### config.mk
export PLATFORM = sky130hd
export DESIGN_NAME = vend_checkout
export DESIGN_NICKNAME = d
export VERILOG_FILES = /design/src/rtl/vend_checkout.sv
export SDC_FILE = /design/constraint.sdc
export NUM_CORES = 1
export LEC_CHECK = 0
export BUFFER_PORTS_ARGS = -buffer_cell sky130_fd_sc_hd__buf_2
export CELL_PAD_IN_SITES_DETAIL_PLACEMENT = 0
export CELL_PAD_IN_SITES_GLOBAL_PLACEMENT = 1
export CORE_ASPECT_RATIO = 0.7
export CORE_MARGIN = 3
export CORE_UTILIZATION = 35
export CTS_BUF_LIST = sky130_fd_sc_hd__clkbuf_8
export CTS_CLUSTER_DIAMETER = 150
export DETAILED_ROUTE_END_ITERATION = 8
export HOLD_SLACK_MARGIN = 0.12
export PLACE_DENSITY_LB_ADDON = 0.1
export SLEW_MARGIN = 5
export SYNTH_ARGS = -nofsm -noshare
export SYNTH_HDL_FRONTEND = slang
export SYNTH_SLANG_ARGS = --single-unit
### constraint.sdc
create_clock -name clk -period 3.4 [get_ports clk]
set_clock_uncertainty 0.05 [all_clocks]
set_input_delay 0.34 -clock clk [delete_from_list [all_inputs] [get_ports clk]]
set_output_delay 0.34 -clock clk [all_outputs]
set_load 0.01 [all_outputs]
### src/rtl/vend_checkout.sv
// Vending checkout controller: takes a priced selection, collects coins,
// then either dispenses with change or refunds the collected credit.
module vend_checkout #(
  parameter int TIMEOUT = 1000,
  parameter int N       = 6
) (
  input  logic         clk,
  input  logic         reset,
  input  logic         start,
  input  logic [N-1:0] commodity,
  input  logic [4:0]   total,
  input  logic         coin_valid,
  input  logic [1:0]   coin_value,
  input  logic         cancel,
  output logic         ready,
  output logic [5:0]   credit,
  output logic         dispense,
  output logic [N-1:0] items,
  output logic         change_valid,
  output logic [5:0]   change,
  output logic         err
);

  // The timer only ever holds 0..TIMEOUT-1, so clog2(TIMEOUT) bits suffice.
  localparam int TW = (TIMEOUT > 1) ? $clog2(TIMEOUT) : 1;
  localparam logic [TW-1:0] TIMER_LAST = TW'(TIMEOUT - 1);

  typedef enum logic [1:0] {
    S_IDLE,
    S_COLLECT,
    S_DISPENSE,
    S_REFUND
  } state_t;

  state_t          state_q, state_d;
  logic [4:0]      price_q, price_d;
  logic [N-1:0]    sel_q, sel_d;
  logic [5:0]      credit_q, credit_d;
  logic [TW-1:0]   timer_q, timer_d;
  logic            ready_q, ready_d;
  logic            dispense_q, dispense_d;
  logic [N-1:0]    items_q, items_d;
  logic            change_valid_q, change_valid_d;
  logic [5:0]      change_q, change_d;
  logic            err_q, err_d;
  logic [5:0]      pay_sum;

  // Coin code to value in units.
  function automatic logic [5:0] coin_units(input logic [1:0] code);
    logic [5:0] v;
    case (code)
      2'b00:   v = 6'd1;
      2'b01:   v = 6'd2;
      2'b10:   v = 6'd5;
      default: v = 6'd10;
    endcase
    return v;
  endfunction

  // Next-state and next-output computation for the checkout sequence.
  always_comb begin
    state_d        = state_q;
    price_d        = price_q;
    sel_d          = sel_q;
    credit_d       = credit_q;
    timer_d        = timer_q;
    err_d          = 1'b0;
    change_d       = 6'd0;
    // Credit never exceeds 40, so the 6-bit sum cannot wrap.
    pay_sum        = credit_q + (coin_valid ? coin_units(coin_value) : 6'd0);

    case (state_q)
      S_IDLE: begin
        if (start) begin
          if ((total != 5'd0) && (commodity != '0)) begin
            price_d  = total;
            sel_d    = commodity;
            credit_d = 6'd0;
            timer_d  = '0;
            state_d  = S_COLLECT;
          end else begin
            err_d = 1'b1;
          end
        end
      end
      S_COLLECT: begin
        if (cancel) begin
          // A coin arriving with cancel is still credited and refunded.
          credit_d = pay_sum;
          change_d = pay_sum;
          state_d  = S_REFUND;
        end else if (coin_valid) begin
          credit_d = pay_sum;
          timer_d  = '0;
          if (pay_sum >= {1'b0, price_q}) begin
            change_d = pay_sum - {1'b0, price_q};
            state_d  = S_DISPENSE;
          end
        end else if (timer_q == TIMER_LAST) begin
          change_d = credit_q;
          state_d  = S_REFUND;
        end else begin
          timer_d = timer_q + TW'(1);
        end
      end
      S_DISPENSE, S_REFUND: begin
        credit_d = 6'd0;
        timer_d  = '0;
        state_d  = S_IDLE;
      end
      default: begin
        state_d = S_IDLE;
      end
    endcase

    // Outputs are registered so they line up with the state they describe.
    ready_d        = (state_d == S_IDLE);
    dispense_d     = (state_d == S_DISPENSE);
    items_d        = (state_d == S_DISPENSE) ? sel_q : '0;
    change_valid_d = (state_d == S_DISPENSE) || (state_d == S_REFUND);
    if (!change_valid_d) begin
      change_d = 6'd0;
    end
  end

  // State and output registers with synchronous reset to an empty IDLE.
  always_ff @(posedge clk) begin
    if (reset) begin
      state_q        <= S_IDLE;
      price_q        <= 5'd0;
      sel_q          <= '0;
      credit_q       <= 6'd0;
      timer_q        <= '0;
      ready_q        <= 1'b1;
      dispense_q     <= 1'b0;
      items_q        <= '0;
      change_valid_q <= 1'b0;
      change_q       <= 6'd0;
      err_q          <= 1'b0;
    end else begin
      state_q        <= state_d;
      price_q        <= price_d;
      sel_q          <= sel_d;
      credit_q       <= credit_d;
      timer_q        <= timer_d;
      ready_q        <= ready_d;
      dispense_q     <= dispense_d;
      items_q        <= items_d;
      change_valid_q <= change_valid_d;
      change_q       <= change_d;
      err_q          <= err_d;
    end
  end

  assign ready        = ready_q;
  assign credit       = credit_q;
  assign dispense     = dispense_q;
  assign items        = items_q;
  assign change_valid = change_valid_q;
  assign change       = change_q;
  assign err          = err_q;

endmodule

==> flow_summary.yaml, run 1 <==
critical_path:
  critPathRequiredTime_ns: 3.57
  rrSetupSlack_ns: 0.29
  crit_fanout: 15
  end_kind: "register"
  max_stage_delay_ns: 0.48
  crit_chain: "buf_2, inv_1, nor2_1, ha_1, inv_1, fa_1, fa_1, nand2b_1, a21oi_1, o21ai_1, a41o_1, a211o_2, nor3_1"
  crit_path_top_delay_cell: "fa_1"
  regToRegStartpoint: "credit[0]$_SDFFE_PP0P_"
  path_class: "primary input to register"
  r2r_end: "items[5]$_SDFF_PP0_"
  cp-start-kind: "primary input"
  reg2regPathDepth: 10
  critPathArrivalTime_ns: 3.32
logic_synthesis:
  ys_types: 49
  synthXorXnorAreaFrac_pct: 5.23
  async_flop_share_pct: 0
  synth-seq-cells: 45
  synth_ff_type: "dfxtp_1"
  yosysWarnings: 0
  yosys.area_share.adder_pct: 7.59
  synthCells: 253
  synth_area_per_cell_sq_um: 8.60
  synth-compound-area-share_pct: 16.3
  synth_mux_area_share_pct: 0.460
  synth-simple-area-share_pct: 24.2
  synth_edf_count: 0
  syn_area_sq_mm: 0.00218
  synth_top_family_by_area: "simple AND/OR/NAND/NOR gates"
  yosysSeqAreaShare_pct: 41.4
  synth_nets: 283
cts:
  h-tree-depth: 2
  hold_buffers: 0
  post_cts_buffers: 0
  cts-root-buf: "clkbuf_8"
  cts_buffers: 5
  cts_tree: "built"
  insertion_delay_ns: 0.29
  clk_pin_slew_worst_paths_ns: 0.09
  cts_resized: 0
  clock-sinks: 45
  cts_buffer_depth: 2
placement:
  hpwlAfterDp_microns: 3910
  placed_cells: 364
  io_buffers: 39
  gp_congestion: 0.816
  placed_cell_area_sq_mm: 0.00246
floorplan:
  die_w_microns: 100
  dieArea_sq_mm: 0.00721
  core.rowCount: 23
  num_io_pins: 40
  die_h_microns: 72.0
  core-area_sq_mm: 0.00587
  start_util_pct: 37.1
min_path:
  min-delay-start: "commodity[5]"
  holdPathStages: 3
  holdPathEnd: "sel_q[5]$_SDFFE_PP0P_"
  min_path_type: "primary input to register"
global_routing:
  antenna_found_initial: 0
  grt_max_degree: 23
  grt_pass1_wl_microns: 8800
  grt_overflow_total: 0
  track_usage_pct: 15.3
  grt_pass1_vias: 1789
timing:
  rsz0062_at_grt: "no"
  fin_crit_ns: 3.15
  fin_setup_tns_ns: 0
  relSlewSlack_pct: 58.8
  fmax_mhz: 317
  maxSlewViolCount: 0
  finalSetupViolCount: 0
  finalCritPeriodShare_pct: 92.7
  tightest_slew_ns: 0.616
  hold_violations: 0
route:
  antenna_left: 0
  drc: 0
  drt_iter0_drc: 102
  viasPerCell: 5.07
  post_drt_wl_per_cell_microns: 13.9
  totalWireLength_microns: 5180
  vias: 1887
  dr.pass1.iters: 5
pwr:
  p_leak_nw: 1.11
  p_per_area_mw_per_mm2: 476
  ir_drop_v: 0.000244
outcome:
  status: "finished, final reports clean"
layout:
  syn_to_final_growth_pct: 19.7
  design_area_sq_mm: 0.00260
  final_nets: 326
  multi_input_area_sq_mm: 0.00117
  drive_gt1_share_pct: 20.2
  seqCellArea_sq_um: 901
  layoutNonFillerInstCount: 372
  diodes: 0
  n_fill_cell: 611
  postLayoutCoreUtil_pct: 44.4
job:
  drv_cap: 0
-- report_power, final --
group	internal, mW	leakage, nW	switching [mW]
clock	0.296	0.0687	0.192
sequential	0.546	0.365	0.0113
combinational	0.0772	0.675	0.118
-- placed cells by master (no fill, tap or decap), types with 2 or more instances in the layout --
| cell | netlist | layout |
|---|---|---|
| dfxtp_1 | 45 | 45 |
| buf_2 | 3 | 39 |
| nand2_1 | 36 | 36 |
| nor2_1 | 23 | 23 |
| a21oi_1 | 23 | 23 |
| inv_1 | 18 | 18 |
| xnor2_1 | 11 | 11 |
| ha_1 | 10 | 10 |
| nand3_1 | 8 | 8 |
| nor3_1 | 7 | 7 |
| o21ai_0 | 6 | 6 |
| a222oi_1 | 5 | 5 |
| clkbuf_8 | 0 | 5 |
| buf_4 | 1 | 5 |
| nor2b_1 | 4 | 4 |
| a21o_1 | 4 | 4 |
| nor4_1 | 4 | 4 |
| and2_1 | 3 | 3 |
| nand2b_1 | 2 | 2 |
| and4_1 | 2 | 2 |
| nand4b_1 | 2 | 2 |
| a41oi_1 | 2 | 2 |
| nor4b_1 | 2 | 2 |
| xor2_1 | 2 | 2 |
| o21a_1 | 2 | 2 |
| fa_1 | 2 | 2 |
| bufinv_16 | 0 | 2 |
-- worst max-delay path by stage --
stage | cells past startpoint | startpoint | slack, ns | to
after floorplan | 12 | coin_valid | 0.39 | state_q[0]$_SDFF_PP0_
after global placement | 13 | coin_valid | -0.03 | items[5]$_SDFF_PP0_
after detailed placement | 13 | coin_valid | -0.16 | items[5]$_SDFF_PP0_
after CTS | 13 | coin_valid | 0.14 | items[5]$_SDFF_PP0_
after global routing | 13 | coin_valid | 0.06 | items[5]$_SDFF_PP0_
final | 13 | coin_valid | 0.25 | items[5]$_SDFF_PP0_
-- worst max-delay path, delay by kind of cell --
kind                       cells  cell delay [ns]
and+or+nand+nor                3             0.52
AOI/OAI and AO/OA              4             1.05
buffers and inverters          3             0.30
adders and majority gates      3             1.11
-- per-layer routing --
layer / GRT usage (%) / routed length, microns
met5: 0 / 0
met4: 3.59 / 33
met3: 3.36 / 196
met2: 22.5 / 2160
met1: 22.8 / 2790
-- through the flow --
| step | hold slack [ns] | setup slack, ns | power (mW) |
|---|---|---|---|
| 5_1_grt | 0.234 | 0.0645 | 1.31 |
| 2_1_floorplan | 0.373 | 0.388 | 0.706 |
| 4_1_cts | 0.228 | 0.143 | 1.26 |
| 3_3_place_gp | 0.391 | -0.0312 | 0.768 |
| 3_5_place_dp | 0.400 | -0.161 | 0.766 |
| 6_report | 0.239 | 0.248 | 1.24 |
-- cell usage after synthesis, types with 2 or more instances --
cell type  number  area share, %
a41oi_1         2           0.81
inv_1          18            3.1
a21oi_1        23            5.3
nand4b_1        2           0.81
fa_1            2            1.8
nand2b_1        2           0.57
and4_1          2           0.81
clkbuf_1        3           0.52
xnor2_1        11            4.4
a222oi_1        5            2.3
nor2b_1         4            1.1
ha_1           10            5.8
nand3_1         8            1.8
nor2_1         23            4.0
dfxtp_1        45             41
nor3_1          7            1.6
nor4_1          4            1.1
xor2_1          2           0.81
a21o_1          4            1.4
buf_2           3           0.69
nand2_1        36            6.2
nor4b_1         2           0.81
o21a_1          2           0.69
and2_1          3           0.86
o21ai_0         6            1.4
-- cells by family after synthesis --
| family | Yosys count |
|---|---|
| AOI/OAI and AO/OA | 52 |
| xor gates and xnor gates | 13 |
| adders and majority gates | 12 |
| buffers and inverters | 26 |
| DFF | 45 |
| muxes | 1 |
| and+or+nand+nor | 104 |
-- flip-flops by register name, summed over array words and instances, names as in the netlist, 2 cells and up --
register  cells
items         6
timer_q      10
change        6
state_q       2
credit        6
sel_q         6
price_q       5
-- area by class of cell --
cell class	count	share of cell area, %
multi-input cells	182	45.0
flip-flops and latches	45	34.6
repair buffers	44	8.94
well taps	75	3.60
clock buffers	5	2.64
clock inverters	3	2.64
inverters	18	2.59
(Power assumes the default switching activity.)
==> inputs of run 2 (changes only) <==
- CORE_ASPECT_RATIO: 0.7 -> unset
==> run 2 against run 1 <==
Critical path depth fell by 2; non-clock buffer count rose by 3; largest power group unchanged; critical path type is now register to register; sequential power is essentially flat; wire length increased by 2.1%; largest cell class unchanged; first-iteration DRC count decreased by 37%; setup slack gained 0.046 ns; fmax grew 1.5%; via count up 1.3%; sequential cell count unchanged.
==> flow_summary.yaml, run 2 (synthesis results as in run 1) <==
pwr:
  p_per_area_mw_per_mm2: 426
  ir_drop_v: 0.000153
  p_leak_nw: 1.10
  power_mw: 1.10
route:
  viasPerCell: 5.10
  post_drt_wl_per_cell_microns: 14.1
  drc: 0
  totalWireLength_microns: 5290
  antenna_left: 0
  drt_iter0_drc: 64
  dr.pass1.iters: 4
  vias: 1911
cts:
  clock-sinks: 45
  hold_buffers: 0
  h-tree-depth: 2
  insertion_delay_ns: 0.30
  cts_resized: 0
  cts_buffer_depth: 2
  post_cts_buffers: 0
  cts-root-buf: "clkbuf_8"
  cts_buffers: 5
  cts_tree: "built"
  clk_pin_slew_worst_paths_ns: 0.09
min_path:
  min_path_type: "primary input to register"
placement:
  io_buffers: 39
  hpwlAfterDp_microns: 4060
  placed_cells: 367
  gp_congestion: 0.881
layout:
  diodes: 0
  syn_to_final_growth_pct: 18.5
  final_cell_mix: "45 x dfxtp_1, 39 x buf_2, 36 x nand2_1"
  n_fill_cell: 629
  layoutNonFillerInstCount: 375
  largest_reg_flops: 10
  final_nets: 329
  final_common_cell: "dfxtp_1"
  largest_register: "timer_q"
  drive_gt1_share_pct: 20.7
floorplan:
  core.rowCount: 28
  core-area_sq_mm: 0.00596
  die_h_microns: 84.8
  start_util_pct: 36.5
  num_io_pins: 40
  die_w_microns: 84.8
  dieArea_sq_mm: 0.00720
global_routing:
  top_usage_layer: "met2"
  grt_pass1_wl_microns: 8690
  antenna_found_initial: 0
  grt_pass1_vias: 1831
  groute.layer.met2.usage_pct: 24.1
  grtUsageMet3_pct: 3.88
  grt_overflow_total: 0
  grt_max_degree: 23
  grtUsageMet1_pct: 20.3
  track_usage_pct: 15.1
timing:
  tightest_slew_ns: 0.556
  fin_crit_ns: 3.11
  finalCritPeriodShare_pct: 91.3
  hold_violations: 0
  finalSetupViolCount: 0
  rsz0062_at_grt: "no"
  maxSlewViolCount: 0
  relSlewSlack_pct: 62.8
  fmax_mhz: 322
  fin_setup_tns_ns: 0
outcome:
  status: "finished, final reports clean"
critical_path:
  critPathRequiredTime_ns: 3.59
  crit_fanout: 8
  critPathArrivalTime_ns: 3.29
  end_kind: "register"
  path_class: "register to register"
  cp-start-kind: "register"
job:
  drv_cap: 0
[run 2: changes by cell type in the layout (fill, tap and decap cells not counted)]
cell        before  now
clkinvlp_4       0    1
a211o_1          0    1
buf_4            5    8
bufinv_16        2    0
clkinv_2         0    1
a211o_2          1    0
[run 2: per-layer routing]
| metal | routed length (microns) | part of all wire [%] |
|---|---|---|
| met4 | 58 | 1.1 |
| met5 | 0 | 0 |
| met3 | 256 | 4.8 |
| met2 | 2520 | 48 |
| met1 | 2460 | 46 |
[run 2: power breakdown]
part	internal, mW	total [mW]	leakage, nW	switching [mW]
clock network	0.146	0.345	0.0445	0.199
logic	0.0791	0.195	0.688	0.116
registers	0.546	0.558	0.365	0.0120
total	0.771	1.10	1.10	0.327
[run 2: worst paths after layout]
kind / depth (start not counted) / to / slack [ns] / startpoint
max: 11 / change[4]$_SDFF_PP0_ / 0.29 / credit[0]$_SDFFE_PP0P_
min: 3 / price_q[2]$_SDFFE_PP0P_ / 0.23 / total[2]
max reg2reg: 11 / change[4]$_SDFF_PP0_ / 0.29 / credit[0]$_SDFFE_PP0P_
min reg2reg: 2 / price_q[2]$_SDFFE_PP0P_ / 0.41 / price_q[2]$_SDFFE_PP0P_
[run 2: critical path, stage by stage (launching register included)]
cell and delay (ns):
dfxtp_1 0.41, ha_1 0.19, inv_1 0.06, fa_1 0.48, fa_1 0.44, nand2b_1 0.16
a21oi_1 0.20, o21ai_1 0.13, a41o_1 0.22, a211o_1 0.37, buf_4 0.20, nor2_1 0.12
[run 2: area by class of cell]
cell class,count,area (sq um),area share [%]
multi-input cells,182,1170,45.4
flip-flops and latches,45,901,35.0
repair buffers,47,255,9.90
well taps,75,93.8,3.64
clock buffers,5,68.8,2.67
inverters,18,67.6,2.62
clock inverters,3,21.3,0.825
[run 2: stage by stage]
stage                     utilization (%)  hold slack, ns  setup WS [ns]  area [sq um]
final                                43.3           0.229          0.294          2580
after global routing                 43.3           0.230         0.0783          2580
after CTS                            43.3           0.227          0.271          2580
after detailed placement             41.8           0.400         0.0291          2490
after global placement               41.8           0.395         0.0869          2490
after floorplan                         -           0.373          0.388          2180
